`src/rtl/timer_pkg.sv`:
```
// Shared types and defaults for the timer clock-source switch sequencer.
package timer_pkg;

    typedef enum logic [1:0] {
        IDLE     = 2'd0,
        WAIT_OLD = 2'd1,
        GAP      = 2'd2,
        WAIT_NEW = 2'd3
    } sw_state_e;

    localparam logic SEL_A = 1'b0;
    localparam logic SEL_B = 1'b1;

    localparam int DEF_SYNC_STAGES = 2;
    localparam int DEF_GAP_CYC     = 4;
    localparam int DEF_TIMEOUT     = 1024;
    localparam int DEF_CNT_W       = 16;

endpackage

```
`src/rtl/timer_sync_edge.sv`:
```
// Multi-flop synchroniser for one asynchronous timer source plus a rising-edge detector.
module timer_sync_edge
    import timer_pkg::*;
#(
    parameter int SYNC_STAGES = DEF_SYNC_STAGES
) (
    input  logic clk,
    input  logic rst_n,
    input  logic d,
    output logic q,
    output logic rise
);

    logic [SYNC_STAGES-1:0] r_sync;
    logic                   r_prev;

    always_ff @(posedge clk or negedge rst_n) begin
        if (!rst_n) begin
            r_sync <= '0;
            r_prev <= 1'b0;
        end else begin
            r_sync <= {r_sync[SYNC_STAGES-2:0], d};
            r_prev <= r_sync[SYNC_STAGES-1];
        end
    end

    assign q    = r_sync[SYNC_STAGES-1];
    assign rise = r_sync[SYNC_STAGES-1] & ~r_prev;

endmodule

```
`src/rtl/timer_src_switch_ctrl.sv`:
```
// Glitch-free timer source select: the mux only moves while both sources are low,
// with a guard gap, and ticks are counted from the selected source while idle.
module timer_src_switch_ctrl
    import timer_pkg::*;
#(
    parameter int SYNC_STAGES = DEF_SYNC_STAGES,
    parameter int GAP_CYC     = DEF_GAP_CYC,
    parameter int TIMEOUT     = DEF_TIMEOUT,
    parameter int CNT_W       = DEF_CNT_W
) (
    input  logic             clk,
    input  logic             rst_n,
    input  logic             src_a,
    input  logic             src_b,
    input  logic             req_valid,
    input  logic             req_sel,
    output logic             req_ready,
    output logic             mux_sel,
    output logic             busy,
    output logic             tick_out,
    output logic [CNT_W-1:0] tick_cnt,
    input  logic             cnt_clr,
    output logic             timeout_err
);

    localparam int                WCNT_W   = $clog2(TIMEOUT + 1);
    localparam logic [WCNT_W-1:0] TO_VAL   = WCNT_W'(TIMEOUT);
    localparam logic [WCNT_W-1:0] GAP_LAST = WCNT_W'(GAP_CYC - 1);

    sw_state_e         r_state;
    logic              r_mux_sel;
    logic              r_tgt;
    logic              r_timeout_err;
    logic              r_tick_out;
    logic [WCNT_W-1:0] r_wcnt;
    logic [CNT_W-1:0]  r_tick_cnt;

    logic              w_q_a, w_rise_a, w_q_b, w_rise_b;
    logic              w_q_old, w_q_new, w_rise_sel, w_tick, w_wait_to;
    logic [WCNT_W-1:0] w_wcnt_inc;

    timer_sync_edge #(.SYNC_STAGES(SYNC_STAGES)) u_sync_a (
        .clk  (clk),
        .rst_n(rst_n),
        .d    (src_a),
        .q    (w_q_a),
        .rise (w_rise_a)
    );

    timer_sync_edge #(.SYNC_STAGES(SYNC_STAGES)) u_sync_b (
        .clk  (clk),
        .rst_n(rst_n),
        .d    (src_b),
        .q    (w_q_b),
        .rise (w_rise_b)
    );

    assign w_q_old    = (r_mux_sel == SEL_B) ? w_q_b : w_q_a;
    assign w_q_new    = (r_tgt == SEL_B) ? w_q_b : w_q_a;
    assign w_rise_sel = (r_mux_sel == SEL_B) ? w_rise_b : w_rise_a;
    // Edges seen mid-switch are dropped rather than queued for later.
    assign w_tick     = (r_state == IDLE) & w_rise_sel;
    assign w_wait_to  = (r_wcnt == TO_VAL);
    assign w_wcnt_inc = w_wait_to ? r_wcnt : r_wcnt + WCNT_W'(1);

    // A source found low in the same cycle the timeout expires takes the clean path.
    always_ff @(posedge clk or negedge rst_n) begin
        if (!rst_n) begin
            r_state       <= IDLE;
            r_mux_sel     <= SEL_A;
            r_tgt         <= SEL_A;
            r_wcnt        <= '0;
            r_timeout_err <= 1'b0;
        end else begin
            case (r_state)
                IDLE: begin
                    if (req_valid && (req_sel != r_mux_sel)) begin
                        r_tgt         <= req_sel;
                        r_timeout_err <= 1'b0;
                        r_wcnt        <= '0;
                        r_state       <= WAIT_OLD;
                    end
                end
                WAIT_OLD: begin
                    if (!w_q_old) begin
                        r_wcnt  <= '0;
                        r_state <= GAP;
                    end else if (w_wait_to) begin
                        r_mux_sel     <= r_tgt;
                        r_timeout_err <= 1'b1;
                        r_wcnt        <= '0;
                        r_state       <= IDLE;
                    end else begin
                        r_wcnt <= w_wcnt_inc;
                    end
                end
                GAP: begin
                    if (r_wcnt == GAP_LAST) begin
                        r_wcnt  <= '0;
                        r_state <= WAIT_NEW;
                    end else begin
                        r_wcnt <= r_wcnt + WCNT_W'(1);
                    end
                end
                WAIT_NEW: begin
                    if (!w_q_new) begin
                        r_mux_sel <= r_tgt;
                        r_wcnt    <= '0;
                        r_state   <= IDLE;
                    end else if (w_wait_to) begin
                        r_mux_sel     <= r_tgt;
                        r_timeout_err <= 1'b1;
                        r_wcnt        <= '0;
                        r_state       <= IDLE;
                    end else begin
                        r_wcnt <= w_wcnt_inc;
                    end
                end
                default: r_state <= IDLE;
            endcase
        end
    end

    always_ff @(posedge clk or negedge rst_n) begin
        if (!rst_n) begin
            r_tick_out <= 1'b0;
            r_tick_cnt <= '0;
        end else begin
            r_tick_out <= w_tick;
            if (cnt_clr) begin
                r_tick_cnt <= '0;
            end else if (w_tick) begin
                r_tick_cnt <= r_tick_cnt + CNT_W'(1);
            end
        end
    end

    assign req_ready   = (r_state == IDLE);
    assign busy        = (r_state != IDLE);
    assign mux_sel     = r_mux_sel;
    assign tick_out    = r_tick_out;
    assign tick_cnt    = r_tick_cnt;
    assign timeout_err = r_timeout_err;

endmodule
```
`config.mk`:
```
export PLATFORM = sky130hd
export DESIGN_NAME = timer_src_switch_ctrl
export DESIGN_NICKNAME = d
export VERILOG_FILES = /design/src/rtl/timer_pkg.sv /design/src/rtl/timer_sync_edge.sv /design/src/rtl/timer_src_switch_ctrl.sv
export SDC_FILE = /design/constraint.sdc
export NUM_CORES = 1
export LEC_CHECK = 0
export CORE_MARGIN = 10
export CORE_UTILIZATION = 59
export CTS_CLUSTER_SIZE = 30
export DETAILED_ROUTE_END_ITERATION = 6
export PLACE_DENSITY = 0.91
export SYNTH_ARGS = -nofsm -noshare
export SYNTH_HDL_FRONTEND = slang
export SYNTH_HIERARCHICAL = 1
export SYNTH_SLANG_ARGS = --single-unit
```
`constraint.sdc`:
```
create_clock -name clk -period 3.39 [get_ports clk]
set_input_delay 0.5085 -clock clk [delete_from_list [all_inputs] [get_ports clk]]
set_output_delay 0.5085 -clock clk [all_outputs]
set_load 0.02 [all_outputs]
```
==> run summary <==
The flow ran to the end, and the final reports show no timing, DRC or antenna violations. The clock sink count is 39. Between clock sinks in the finished design, the worst skew comes to 0.00990 ns. The setup check on the worst reg-to-reg path leaves a slack of between 1 and 1.5 ns. Of the total synthesized cell area, the portion taken by AND, OR, NAND and NOR gates is 0.240. The die outline width is 80.1 µm. After filler insertion, the fill cell instance count of the layout stands at 245. Among all stages on the critical path, the largest delay is contributed by sky130_fd_sc_hd__clkdlybuf4s50_1. The initial antenna violation count came out at 0.

The type of the setup path with the least slack is reg -> out. The master cell of the clock root buffer is sky130_fd_sc_hd__clkbuf_4. After detailed routing, the average wire length per cell comes to 14.8 µm. The actual slew at the worst max-slew pin came out at between 0.8 and 0.9 ns. The most used flip-flop cell after synthesis is sky130_fd_sc_hd__dfrtp_1. TritonCTS created 5 clock buffers.

The number of warning messages in the yosys log is 6. The HPWL reported at the end of detailed placement is 3220 µm. The mean instance size in the synthesized netlist is 9.74 µm². Post-CTS repair changed the size of 0 cells. The number of max-slew violations in the final report came out at 0. The longest clock path from root to sink contains 2 buffers. In the routed design, unresolved DRC markers number 0. In the synthesized netlist the async set-or-reset flop fraction comes to 1.00.

After detailed routing, the number of vias per cell comes to about 5.9. The final critical-path share of the clock period is 0.736. Of the total synthesized cell area, the portion taken by full adders, half adders and majority gates is 0.0176. The synthesized cell area is approximately 2100 µm².

The number of antenna diodes in the final layout is 0. Counting flops with a built-in enable in the synthesized netlist gives 0. The total wire length is roughly 4400 µm.

In this run the count of I/O pins placed on the die edge is 28. The number of port buffers is 27. The hold buffer count at CTS came out at 0. The total setup violations reported at the end of the flow is 0. The floorplan die area came out at 6420 µm². In this run the critical register-to-register path is captured at r_wcnt[2]. The worst setup path is launched from a register.

Of the total synthesized cell area, the portion taken by XOR and XNOR cells is 0.0657. The maximum vdd ir drop is about 0.32 mV. The total overflow left after global routing is 0. The final net count came out at approximately 260. The H-tree depth reported by CTS came out at 2. The total routing resource utilization after global routing is 0.147.

The worst min-delay path class is in -> async. The number of global-route vias before repair came out at between 1.5k and 2k. The CTS tree is yes. STA classifies the critical path endpoint as a primary output. Power spread over the standard cell area amounts to 614 nW/µm².

The most critical setup path has its startpoint at r_state[1]. The sequential area share after synthesis came out at 0.457. The total number of vias came out at 1715.

In this run the post-CTS setup repair buffer count came out at 0. The source-to-sink clock delay at the later pin of the worst-skew pair came out at ~0.35 ns. The required time at the endpoint of the critical path came out at approximately 2.9 ns.

In this run the critical register-to-register path is launched from r_state[1]. The capturing element of the worst setup path is req_ready. The area used by multi-input combinational logic is 1080 µm². The final total negative setup slack is 0 ns. The maximum achievable frequency is 401 MHz.

Routability-driven placement finished with a final weighted congestion of 0.868. Setup repair after global routing left no endpoint under its margin. The post-layout worst setup margin came out at 0.895 ns. The synthesized-area fraction occupied by ao, oa, aoi and oai cells came to 0.145. The number of nets produced by synthesis is 229. Entering global routing, the biggest net connects 40 pins. The height of the die came out at 80.1 µm.

The count of standard-cell rows is 21. In the synthesized netlist, the number of instances is about 220. The clock slew at the register clock pins of the worst setup and hold paths is 0.12 ns. For the worst flop-to-flop path, the logic depth is 5. The number of distinct library cells after synthesis is 48. Walking the worst path, the cells encountered are nor2_4, clkdlybuf4s50_1. The tightest slew margin relative to the limit came out at 0.455.

The starting density of the core is 0.625. For this design the static power due to leakage is 1.01 nW. The fraction of final layout cells with drive strength greater than 1 came out at 0.121. The count of endpoints failing hold in the final timing report came to 0. The post-synthesis register bit count came out at 39. The number of nets with antenna violations after routing is 0.

The number of optimization iterations in the first detailed-route pass is 4. Relative to the synthesized area, the layout overhead comes to 17.1%. Once layout is complete, the utilization of the core stands at 0.732. The worst slack after detailed placement is between 1 and 1.5 ns. The maximum single-stage delay on the critical path came out at ~0.69 ns. The largest fanout on the critical path came out at 12. The area of the core region came out at 3420 µm².

The endpoint arrival time on the critical path came out at 1.99 ns. The final period demand of the worst path came out at 2.49 ns. The wire length of the first global-routing pass came out at 7620 µm. In the final layout, flip-flops and latches occupy 976 µm². By area, the combinational part of the netlist is dominated by simple AND/OR/NAND/NOR gates. The count of routing violations after the opening detailed-route iteration is 103.

Measured against the total synthesized area, the mux share comes to 0.0375. The max-capacitance violation count is 0.
[cells in the final DEF (no fill, tap or decap), types with 2 or more instances in the layout]
master,instances
sky130_fd_sc_hd__xor2_1,4
sky130_fd_sc_hd__and2_1,5
sky130_fd_sc_hd__or4_4,2
sky130_fd_sc_hd__xnor2_1,12
sky130_fd_sc_hd__o21ai_0,14
sky130_fd_sc_hd__clkdlybuf4s50_1,26
sky130_fd_sc_hd__clkbuf_4,5
sky130_fd_sc_hd__nor2_2,2
sky130_fd_sc_hd__nor3_1,6
sky130_fd_sc_hd__nor2b_4,2
sky130_fd_sc_hd__and3_1,4
sky130_fd_sc_hd__nor4_1,4
sky130_fd_sc_hd__o21ai_1,11
sky130_fd_sc_hd__nand3_1,9
sky130_fd_sc_hd__a21oi_1,8
sky130_fd_sc_hd__nand2b_1,3
sky130_fd_sc_hd__ha_1,3
sky130_fd_sc_hd__mux2i_1,4
sky130_fd_sc_hd__inv_1,7
sky130_fd_sc_hd__nand4_1,5
sky130_fd_sc_hd__dfrtp_1,39
sky130_fd_sc_hd__nor2_4,2
sky130_fd_sc_hd__or3_1,2
sky130_fd_sc_hd__nor2_1,24
sky130_fd_sc_hd__nand2_1,17
sky130_fd_sc_hd__o21a_1,3
[power breakdown]
part	switching [W]	leakage (nW)	total [W]	internal, W
clock	0.000157	0.0452	0.000312	0.000155
combinational	0.000340	0.450	0.000588	0.000248
sequential	0.000119	0.518	0.000636	0.000516
[cells in the mapped netlist (2+ instances only)]
cell | count | area [µm²]
sky130_fd_sc_hd__and2_1 | 5 | 31.3
sky130_fd_sc_hd__nor2_2 | 2 | 12.5
sky130_fd_sc_hd__inv_1 | 7 | 26.3
sky130_fd_sc_hd__or4_4 | 2 | 22.5
sky130_fd_sc_hd__o21a_1 | 3 | 22.5
sky130_fd_sc_hd__nor2b_4 | 2 | 27.5
sky130_fd_sc_hd__buf_2 | 4 | 20.0
sky130_fd_sc_hd__nand2_1 | 17 | 63.8
sky130_fd_sc_hd__nand4_1 | 5 | 31.3
sky130_fd_sc_hd__nor2_4 | 2 | 22.5
sky130_fd_sc_hd__o21ai_1 | 11 | 55.1
sky130_fd_sc_hd__a21oi_1 | 8 | 40.0
sky130_fd_sc_hd__or3_1 | 2 | 12.5
sky130_fd_sc_hd__o21ai_0 | 14 | 70.1
sky130_fd_sc_hd__ha_1 | 3 | 37.5
sky130_fd_sc_hd__nor2_1 | 24 | 90.1
sky130_fd_sc_hd__and3_1 | 4 | 25.0
sky130_fd_sc_hd__nand3_1 | 9 | 45.0
sky130_fd_sc_hd__xor2_1 | 4 | 35.0
sky130_fd_sc_hd__nor4_1 | 4 | 25.0
sky130_fd_sc_hd__dfrtp_1 | 39 | 976
sky130_fd_sc_hd__nand2b_1 | 3 | 18.8
sky130_fd_sc_hd__nor3_1 | 6 | 30.0
sky130_fd_sc_hd__xnor2_1 | 12 | 105
sky130_fd_sc_hd__mux2i_1 | 4 | 40.0
[flip-flops by register name (all words and copies together) (netlist names)]
register and count:
mux_sel 1, tick_cnt 16, u_sync_b/r_sync 2, u_sync_a/r_prev 1
r_wcnt 11, tick_out 1, r_state 2, u_sync_a/r_sync 2
r_tgt 1, timeout_err 1, u_sync_b/r_prev 1
[logic make-up after synthesis]
group / count (synthesis)
fa+ha+maj: 3
mux: 7
xor+xnor: 16
simple gates: 92
compound gates: 46
buf+inv: 16
flops: 39
[routing by layer]
metal | up-vias | global-route usage | routed length (µm)
met5 | - | 0 | 0
met4 | 0 | 0.0581 | 80
met3 | 9 | 0.0390 | 248
met2 | 49 | 0.249 | 2180
met1 | 829 | 0.172 | 1850
li1 | 828 | - | -
[critical path, delay by kind of cell (launching register included)]
family	cells	cell delay, ns
buf+inv	1	0.69
flops	1	0.59
simple gates	1	0.36
[how the worst min path moves through the flow]
stage	to	from	cells after the start
2_1_floorplan	mux_sel	rst_n	0
3_3_place_gp	u_sync_b/r_sync[1]	u_sync_b/r_sync[0]	0
3_5_place_dp	u_sync_a/r_sync[1]	u_sync_a/r_sync[0]	0
4_1_cts	r_wcnt[3]	rst_n	1
5_1_grt	tick_cnt[15]	rst_n	1
6_report	r_wcnt[0]	rst_n	1
[stage by stage]
stage	instances	area (µm²)	power (W)	hold WS, ns
after floorplan	219	2130	0.00110	0.213
after global placement	285	2420	0.00121	0.333
after detailed placement	285	2420	0.00124	0.336
after CTS	293	2500	0.00155	0.262
after global routing	293	2500	0.00164	0.298
final	293	2500	0.00154	0.225
[final cells by class]
class                   instances  area share
clock buffers                   5      0.0150
clock inverters                 3      0.0175
inverters                       8      0.0120
multi-input cells             164       0.433
flip-flops and latches         39       0.391
well taps                      46      0.0230
repair buffers                 28       0.109
Note: power is estimated with default switching activity, not from simulation.
